===== src/rtl/bp_fe_pkg.sv =====
// Shared front-end BHT definitions: counter type, sweep value, counter update rule, controller states.
// Latency: n/a (types and a combinational helper only).
// Backpressure: n/a.
package bp_fe_pkg;

  typedef logic [1:0] bp_fe_bht_cnt_t;

  // Weakly-not-taken: the value every entry holds after the power-on sweep
  localparam bp_fe_bht_cnt_t bht_init_cnt_gp = 2'b01;

  typedef enum logic {
    e_bht_init,
    e_bht_ready
  } bp_fe_bht_ctrl_state_e;

  // 2-bit saturating step toward the resolved direction; never wraps
  function automatic bp_fe_bht_cnt_t bht_cnt_next(input bp_fe_bht_cnt_t cnt, input logic taken);
    bp_fe_bht_cnt_t res;
    if (taken) begin
      res = (cnt == 2'b11) ? cnt : cnt + 2'b01;
    end else begin
      res = (cnt == 2'b00) ? cnt : cnt - 2'b01;
    end
    return res;
  endfunction

endpackage


===== src/rtl/bp_fe_bht_upd_fifo.sv =====
// Circular FIFO of pending BHT updates {idx, cnt, taken}.
// Latency: entry enqueued at edge t is visible at the head in cycle t+1.
// Backpressure: ready_o low when full; no pass-through, so a full FIFO stays not-ready even while dequeuing.
module bp_fe_bht_upd_fifo
  import bp_fe_pkg::*;
#(
  parameter int idx_width_p = 9,
  parameter int els_p       = 2
) (
  input  logic                   clk_i,
  input  logic                   reset_n_i,
  input  logic                   clr_i,
  input  logic                   v_i,
  output logic                   ready_o,
  input  logic [idx_width_p-1:0] idx_i,
  input  logic [1:0]             cnt_i,
  input  logic                   taken_i,
  output logic                   v_o,
  output logic [idx_width_p-1:0] idx_o,
  output logic [1:0]             cnt_o,
  output logic                   taken_o,
  input  logic                   yumi_i
);

  localparam int ptr_width_lp = $clog2(els_p);
  localparam logic [ptr_width_lp:0] ptr_one_lp = (ptr_width_lp + 1)'(1);

  typedef struct packed {
    logic [idx_width_p-1:0] idx;
    bp_fe_bht_cnt_t         cnt;
    logic                   taken;
  } upd_entry_s;

  upd_entry_s            mem_r [els_p];
  upd_entry_s            head;
  logic [ptr_width_lp:0] wptr_r;
  logic [ptr_width_lp:0] rptr_r;
  logic                  enq;
  logic                  deq;
  logic                  full;

  // Extra pointer MSB distinguishes full from empty when the low bits match
  assign full    = (wptr_r[ptr_width_lp] != rptr_r[ptr_width_lp])
                && (wptr_r[ptr_width_lp-1:0] == rptr_r[ptr_width_lp-1:0]);
  assign v_o     = (wptr_r != rptr_r);
  assign ready_o = ~full;
  assign enq     = v_i & ready_o;
  assign deq     = yumi_i & v_o;

  assign head    = mem_r[rptr_r[ptr_width_lp-1:0]];
  assign idx_o   = head.idx;
  assign cnt_o   = head.cnt;
  assign taken_o = head.taken;

  // Pointer bookkeeping; clear wins over any same-cycle enqueue or dequeue
  always_ff @(posedge clk_i or negedge reset_n_i) begin
    if (!reset_n_i) begin
      wptr_r <= '0;
      rptr_r <= '0;
    end else if (clr_i) begin
      wptr_r <= '0;
      rptr_r <= '0;
    end else begin
      if (enq) wptr_r <= wptr_r + ptr_one_lp;
      if (deq) rptr_r <= rptr_r + ptr_one_lp;
    end
  end

  // Entry storage; contents are don't-care until the pointers cover them
  always_ff @(posedge clk_i) begin
    if (enq) begin
      mem_r[wptr_r[ptr_width_lp-1:0]] <= '{idx: idx_i, cnt: cnt_i, taken: taken_i};
    end
  end

endmodule


===== src/rtl/bp_fe_bht_ctrl.sv =====
// BHT sequencer: post-reset sweep to weakly-not-taken, then one queued counter update written per cycle.
// Latency: update written the cycle after acceptance (empty queue); prediction one cycle after r_v_i.
// Backpressure: upd_ready_o low during the sweep and while the update queue is full.
module bp_fe_bht_ctrl
  import bp_fe_pkg::*;
#(
  parameter int bht_idx_width_p = 9,
  parameter int upd_fifo_els_p  = 2
) (
  input  logic                       clk_i,
  input  logic                       reset_n_i,
  input  logic                       flush_i,
  input  logic                       upd_v_i,
  output logic                       upd_ready_o,
  input  logic [bht_idx_width_p-1:0] upd_idx_i,
  input  logic [1:0]                 upd_cnt_i,
  input  logic                       upd_taken_i,
  input  logic                       r_v_i,
  input  logic [bht_idx_width_p-1:0] r_idx_i,
  output logic                       tbl_r_v_o,
  output logic [bht_idx_width_p-1:0] tbl_r_idx_o,
  input  logic [1:0]                 tbl_r_cnt_i,
  output logic                       pred_v_o,
  output logic                       pred_taken_o,
  output logic [1:0]                 pred_cnt_o,
  output logic                       tbl_w_v_o,
  output logic [bht_idx_width_p-1:0] tbl_w_idx_o,
  output logic [1:0]                 tbl_w_cnt_o,
  output logic                       init_done_o
);

  localparam logic [bht_idx_width_p-1:0] last_idx_lp = '1;
  localparam logic [bht_idx_width_p-1:0] idx_one_lp  = bht_idx_width_p'(1);

  bp_fe_bht_ctrl_state_e        state_r;
  logic [bht_idx_width_p-1:0]   sweep_r;
  logic                         init_done_r;
  logic                         pred_v_r;

  logic                         fifo_ready;
  logic                         fifo_v;
  logic [bht_idx_width_p-1:0]   head_idx;
  logic [1:0]                   head_cnt;
  logic                         head_taken;

  // Sweep sequencer: one entry per cycle, hands over to update service after the last index
  always_ff @(posedge clk_i or negedge reset_n_i) begin
    if (!reset_n_i) begin
      state_r     <= e_bht_init;
      sweep_r     <= '0;
      init_done_r <= 1'b0;
    end else begin
      case (state_r)
        e_bht_init: begin
          sweep_r <= sweep_r + idx_one_lp;
          if (sweep_r == last_idx_lp) begin
            state_r     <= e_bht_ready;
            init_done_r <= 1'b1;
          end
        end
        default: begin
          state_r <= e_bht_ready;
        end
      endcase
    end
  end

  // Updates are neither accepted nor flushed until the table is initialized;
  // an update arriving with flush is dropped rather than queued behind it.
  bp_fe_bht_upd_fifo #(
    .idx_width_p(bht_idx_width_p),
    .els_p      (upd_fifo_els_p)
  ) upd_fifo (
    .clk_i    (clk_i),
    .reset_n_i(reset_n_i),
    .clr_i    (flush_i & init_done_r),
    .v_i      (upd_v_i & init_done_r & ~flush_i),
    .ready_o  (fifo_ready),
    .idx_i    (upd_idx_i),
    .cnt_i    (upd_cnt_i),
    .taken_i  (upd_taken_i),
    .v_o      (fifo_v),
    .idx_o    (head_idx),
    .cnt_o    (head_cnt),
    .taken_o  (head_taken),
    .yumi_i   (fifo_v & init_done_r)
  );

  assign upd_ready_o = init_done_r & fifo_ready;
  assign init_done_o = init_done_r;

  // Single write port: sweep value during init, otherwise the updated head counter
  always_comb begin
    tbl_w_v_o   = 1'b0;
    tbl_w_idx_o = sweep_r;
    tbl_w_cnt_o = bht_init_cnt_gp;
    if (!init_done_r) begin
      tbl_w_v_o = 1'b1;
    end else if (fifo_v) begin
      tbl_w_v_o   = 1'b1;
      tbl_w_idx_o = head_idx;
      tbl_w_cnt_o = bht_cnt_next(head_cnt, head_taken);
    end
  end

  // Reads pass straight to the table once initialized; no write forwarding
  assign tbl_r_v_o   = r_v_i & init_done_r;
  assign tbl_r_idx_o = r_idx_i;

  // Track which cycle the table read data belongs to a real prediction
  always_ff @(posedge clk_i or negedge reset_n_i) begin
    if (!reset_n_i) begin
      pred_v_r <= 1'b0;
    end else begin
      pred_v_r <= r_v_i & init_done_r;
    end
  end

  assign pred_v_o     = pred_v_r;
  assign pred_cnt_o   = pred_v_r ? tbl_r_cnt_i : 2'b00;
  assign pred_taken_o = pred_cnt_o[1];

endmodule


===== config.mk =====
export PLATFORM = sky130hd
export DESIGN_NAME = bp_fe_bht_ctrl
export DESIGN_NICKNAME = d
export VERILOG_FILES = /design/src/rtl/bp_fe_pkg.sv /design/src/rtl/bp_fe_bht_upd_fifo.sv /design/src/rtl/bp_fe_bht_ctrl.sv
export SDC_FILE = /design/constraint.sdc
export NUM_CORES = 1
export LEC_CHECK = 0
export CELL_PAD_IN_SITES_DETAIL_PLACEMENT = 1
export CELL_PAD_IN_SITES_GLOBAL_PLACEMENT = 2
export CORE_MARGIN = 10
export CORE_UTILIZATION = 28
export DETAILED_ROUTE_END_ITERATION = 7
export PLACE_DENSITY = 0.72
export SYNTH_ARGS = -nofsm -noshare
export SYNTH_HDL_FRONTEND = slang
export SYNTH_HIERARCHICAL = 1
export SYNTH_SLANG_ARGS = --single-unit

===== constraint.sdc =====
create_clock -name clk_i -period 2.3 [get_ports clk_i]
set_input_delay 0.46 -clock clk_i [delete_from_list [all_inputs] [get_ports clk_i]]
set_output_delay 0.46 -clock clk_i [all_outputs]
set_load 0.005 [all_outputs]

### Word level (Yosys, flattened, before mapping)

Memory sizes are Yosys's and may differ from the RTL's.
Cells that the tools add are included.
Widths: inputs -> output; s select.

| storage, ports and cells | value |
|---|---|
| input port bits | 28 |
| word-level logic and storage cells | 51 |
| output and inout bits | 28 |
| bits in writable memories | 24 |
| memories kept | 1 |
| register bits after elaboration | 16 |

| operators by class | value |
|---|---|
| equality and inequality tests | 5 |
| mux-type cells | 18 |
| add/sub/neg operators | 5 |
| bitwise gates (word level) | 11 |
| reduce and logical (&&, ||, !) cells | 5 |

Memory list:

| memory | depth | bits a word | rd ports | clocked after Yosys merged registers in | wr ports | RTL line | source |
|---|---|---|---|---|---|---|---|
| upd_fifo.mem_r | 2 | 12 | 1 | 0 | 1 | bp_fe_bht_upd_fifo.sv:34 | `upd_entry_s mem_r [els_p];` |

Operators by type and width:

| kind | number |
|---|---|
| $mux 2 | 10 |
| $mux 9 | 2 |
| $add 9x1->9 const B | 1 |
| $eq 9x9->1 const B | 1 |
| $and 1x1->1 | 8 |
| $add 2x1->2 const B | 3 |
| $mux 1 | 6 |
| $reduce_bool 2->1 | 2 |
| $not 1->1 | 3 |
| $eq 2x2->1 const B | 1 |
| $logic_not 2->1 | 1 |
| $ne 2x2->1 | 1 |
| $reduce_and 2->1 | 1 |
| $sub 2x1->2 const B | 1 |
| $eq 1x1->1 | 1 |
| $logic_and 1x1->1 | 1 |
| $ne 1x1->1 | 1 |

### Logic depth before layout (Yosys ltp)

| depth | value |
|---|---|
| depth after elaboration | 6 |
| mapped depth | 8 |
| gate-level depth less buffers | 6 |

### Hierarchy

Netlist, hierarchy kept.

By module, submodules not included:

| module | area an instance (um^2) | cells each | instances | seq. area each (um^2) |
|---|---|---|---|---|
| bp_fe_bht_upd_fifo | 1134.8 | 68 | 1 | 820.8 |
| bp_fe_bht_ctrl | 805.8 | 75 | 1 | 300.3 |

### Worst setup path after synthesis

No wires, ideal clock.

| timing path | value |
|---|---|
| path type | flip-flop to flip-flop |
| start | reg upd_fifo.rptr_r[1] |
| end | mem upd_fifo/mem_r[0][0] in the netlist's numbering (enable) |
| clock period less this slack | 2169 ps |
| library setup time | 399 ps |
| slack | 131 ps |
| required time | 1901 ps |
| arrival time | 1770 ps |
| cell stages (with the launch flop) | 4 |
| path buffers | 0 |
| cell sequence | dfrtp_1 > xnor2_1 > nor2_1 > nor3b_1 |

| between the ends | value |
|---|---|
| word-level cells in the longest chain between the ends | 6 |

RTL lines:

| element | RTL line | source |
|---|---|---|
| from (decl) | bp_fe_bht_upd_fifo.sv:37 | `logic [ptr_width_lp:0] rptr_r;` |
| from (signal assigned) | bp_fe_bht_upd_fifo.sv:65 | `if (deq) rptr_r <= rptr_r + ptr_one_lp;` |
| $ne 1x1->1 | bp_fe_bht_upd_fifo.sv:43 | `assign full = (wptr_r[ptr_width_lp] != rptr_r[ptr_width_lp])` |
| $logic_and 1x1->1 | bp_fe_bht_upd_fifo.sv:44 | `&& (wptr_r[ptr_width_lp-1:0] == rptr_r[ptr_width_lp-1:0]);` |
| $not 1->1 | bp_fe_bht_upd_fifo.sv:46 | `assign ready_o = ~full;` |
| $and 1x1->1 | bp_fe_bht_upd_fifo.sv:47 | `assign enq = v_i & ready_o;` |
| $mux 1 | bp_fe_bht_upd_fifo.sv:71 | `if (enq) begin` |
| $mux 1 (implied by the code) | bp_fe_bht_upd_fifo.sv:72 | `mem_r[wptr_r[ptr_width_lp-1:0]] <= '{idx: idx_i, cnt: cnt_i, taken: taken_i};` |
| to (decl) | bp_fe_bht_upd_fifo.sv:34 |  |

Every way passes these cells.

### Final worst setup path

| timing path | value |
|---|---|
| start | reg upd_fifo.rptr_r[0] |
| end | out tbl_w_idx_o[4] |

| between the ends | value |
|---|---|
| word-level cells in the longest chain between the ends | 3 |
| elaborated cells between the ends (all ways) | 4 |
| those cells by class | 1 x eq/ne; 2 x mux; 1 x memory |

RTL lines:

| element | RTL line | source |
|---|---|---|
| $ne 2x2->1 | bp_fe_bht_upd_fifo.sv:45 | `assign v_o = (wptr_r != rptr_r);` |
| via fifo_v | bp_fe_bht_ctrl.sv:41 | `logic fifo_v;` |
| $mux 9 | bp_fe_bht_ctrl.sv:99 | `end else if (fifo_v) begin` |
| $mux 9 | bp_fe_bht_ctrl.sv:97 | `if (!init_done_r) begin` |
| to (decl) | bp_fe_bht_ctrl.sv:27 | `output logic [bht_idx_width_p-1:0] tbl_w_idx_o,` |

The timed path passes the listed nets, and every way through them passes these cells.

==> implementation parameters <==
Parameter                              Value

Floorplan
  Die ar. ... 10,700 sq um
  Number of primary I/O pins ... 56
  Area of the core ... 6760 sq um
  Initial core utilization ... 28.7%
  Die X-Extent ... 103 microns
  Rows ... 30
  Height of the chip ... 103 microns

Critical path
  Kind of end point of the critical path ... primary output
  CP max stage delay ... 0.46 ns
  Cell class contributing the biggest share of worst-path delay ... flip-flops
  Critical Path Slowest Stage Cell ... sky130_fd_sc_hd__dfrtp_2
  R2R cell count ... 6
  Data required, critical path ... 1.84 ns
  Launching element type of the critical path ... flop
  Cell chain of the critical path ... xnor2_2 -> nand2_2 -> nand2_4 -> buf_12 -> buf_4 -> mux2_4 -> buf_6
  Maximum fanout along the worst path ... 5
  Worst setup path class ... flop to primary output
  Data arrival time of the critical path ... 1.82 ns
  Stages on worst setup path ... 7
  Crit path buffers/inverters ... 3

Synthesis
  Distinct cell type count after synthesis ... 36
  Part of the Yosys area used for sequential elements ... 57.8%
  Average cell area after synthesis ... 13.6 sq um
  Share of synthesized flip-flops with an asynchronous set or reset ... 40.0%
  Area of the mapped netlist ... 1940 sq um
  Synth warn ... 6
  Biggest area contributors in the synthesized netlist ... sky130_fd_sc_hd__edfxtp_1 37%, sky130_fd_sc_hd__dfrtp_1 21%, sky130_fd_sc_hd__mux2_2 8.1%
  Number of synthesized register bits ... 40
  Area leader, netlist ... sky130_fd_sc_hd__edfxtp_1
  Area share of the largest cell type after synthesis ... 37.1%
  Cell count after synthesis ... 143
  Synthesized netlist net count ... 173
  Dominant register cell in the synthesized netlist ... sky130_fd_sc_hd__edfxtp_1
  Number of enable-type register cells in the synthesized netlist ... 24

Clocking
  Latest clock arrival within the worst-skew pair ... 0.29 ns
  TritonCTS clock tree ... done
  CTS Root Cell ... sky130_fd_sc_hd__clkbuf_8
  Clock tree sinks ... 40
  Clock edge transition at the registers on the reported setup and hold paths ... 0.08 ns
  Number of levels the H-tree was split into ... 2
  TritonCTS Buffers ... 5
  Maximum buffer depth of the clock tree ... 2
  Hold-fix buffers at CTS ... 0

Placement
  Gpl congestion ... 0.753
  Number of I/O port buffers ... 37
  Post-Place Setup Slack ... 0.0490 ns
  HPWL Detailed ... 3610 microns

Timing
  Final hold viol count ... 0
  Setup Skew ... 0.00639 ns
  Sum of negative setup slack ... 0 ns
  Pins Over Slew Limit ... 0
  FMAX ... 439 MHz
  Setup slack of the critical path after layout ... 0.0213 ns
  Post-layout minimum cycle time ... 2.28 ns
  Max_slew headroom ... 49.8%
  Final setup violating endpoints ... 0
  Unrepaired setup endpoints after global routing ... true
  Final Cycle Share ... 99.1%
  Slew of the pin with the lowest slew margin ... 0.750 ns

Finish
  Fill cell total of the finished layout ... 720
  Layout overhead on the synthesized area ... 33.7%
  Commonest cells after routing, fill and taps aside ... 26 x sky130_fd_sc_hd__clkdlybuf4s50_1, 24 x sky130_fd_sc_hd__edfxtp_1, 15 x sky130_fd_sc_hd__dfrtp_1
  Number of antenna diodes ... 0
  Fraction of layout cells with a size suffix above 1 ... 36.6%
  Leading cell type in the layout, fill and taps excluded ... sky130_fd_sc_hd__clkdlybuf4s50_1
  Net count of the finished layout ... 220

Detailed routing
  Count of routing violations after the opening detailed-route iteration ... 22
  Number of remaining DRC errors ... 0
  Wirelength, routed ... 4920 microns
  Mean number of vias per cell ... 4.60
  Antenna Violating Nets Remaining ... 0
  First-pass iteration count of the detailed router ... 2
  Wire length per cell after detailed routing ... 18.2 microns
  Detailed-route via count ... 1,247

GRT
  All-layer global routing usage ... 9.56%
  Via count of the first global-routing pass ... 1,429
  Largest net degree at the start of global routing ... 17
  Number of antenna violations at the first check in global routing ... 0
  Overflow left after global routing ... 0
  Wire length of the first global-routing pass ... 7630 microns

Power and ir drop
  Power after layout ... 1.37 mW
  Pwr per Cell Area ... 527 nW/um^2
  Worst IR drop on VDD ... 0.000357 V
  Standby leakage power ... 1.06 nW

Run status
  Result of the run ... finished clean

Job
  Maxcap violations ... 0

Hold path
  Depth of the worst hold-timing path ... 1
  Class of the tightest hold or removal check ... flop to flop
stage by stage:
step	instances	instance area, sq um	hold slack (ns)	utilization [%]
floorplan	143	1940	0.164	-
global placement	256	2400	0.501	35.5
detailed placement	256	2400	0.510	35.5
CTS	269	2580	0.525	38.2
global route	271	2590	0.542	38.4
finish	271	2590	0.520	38.4
flip-flops by register name, summed over array words and instances, names as in the netlist:
name             count
upd_fifo/mem_r      24
sweep_r              9
upd_fifo/rptr_r      2
upd_fifo/wptr_r      2
init_done_o          1
pred_v_o             1
state_r              1
power by group:
part	switching, mW	internal, mW
Sequential	0	0.761
Clock	0.245	0.321
Combinational	0.0123	0.0267
Total	0.257	1.11
synth_stat cells, types with 3 or more instances:
library cell and number:
sky130_fd_sc_hd__mux2_4 8, sky130_fd_sc_hd__and2_1 5, sky130_fd_sc_hd__dfrtp_1 16, sky130_fd_sc_hd__a21oi_1 6, sky130_fd_sc_hd__mux2_2 14, sky130_fd_sc_hd__nor2_1 9
sky130_fd_sc_hd__xor2_1 3, sky130_fd_sc_hd__edfxtp_1 24, sky130_fd_sc_hd__nand2_1 9, sky130_fd_sc_hd__nand3_1 3, sky130_fd_sc_hd__buf_4 10, sky130_fd_sc_hd__xnor2_1 6
logic make-up after synthesis:
family,share of synthesized area [%]
xor+xnor,4.90
simple gates,11.1
flops,57.8
mux,15.4
buf+inv,6.32
compound gates,3.22
fa+ha+maj,1.29
per-layer routing:
layer | vias to the layer above | wire length, microns | track usage [%]
li1 | 587 | - | -
met1 | 622 | 1840 | 9.63
met2 | 32 | 2660 | 17.6
met3 | 6 | 370 | 3.72
met4 | 0 | 49 | 2.99
met5 | - | 0 | 0
timing repair:
| item | in CTS | in global routing |
|---|---|---|
| setup buffers | 3 | 2 |
| endpoints found under the setup margin | 11 | 12 |
| gates cloned | 2 | 0 |
| resized for setup | 30 | 12 |
| pin swaps | 2 | 4 |
cell type report:
cell class	instances	area, sq um	area share, %
clock inverters	3	42.5	1.64
repair buffers	55	512	19.7
flip-flops and latches	40	1120	43.2
inverters	3	11.3	0.434
clock buffers	5	68.8	2.65
well taps	80	100	3.86
multi-input cells	85	738	28.4
worst paths after layout:
kind | startpoint | endpoint | slack (ns)
setup / recovery | upd_fifo/rptr_r[0]$_DFFE_PN0P_ | tbl_w_idx_o[4] | 0.02
hold / removal | sweep_r[7]$_DFFE_PN0N_ | sweep_r[7]$_DFFE_PN0N_ | 0.52
setup reg to reg | init_done_o$_DFFE_PN0P_ | upd_fifo/mem_r[1][11]$_DFFE_PP_ | 0.56
hold reg to reg | sweep_r[7]$_DFFE_PN0N_ | sweep_r[7]$_DFFE_PN0N_ | 0.52
max in group asynchronous | reset_n_i | upd_fifo/rptr_r[0]$_DFFE_PN0P_ | 1.17
min in group asynchronous | reset_n_i | pred_v_o$_DFF_PN0_ | 0.61
No activity file was read; power rests on OpenSTA's default activity.
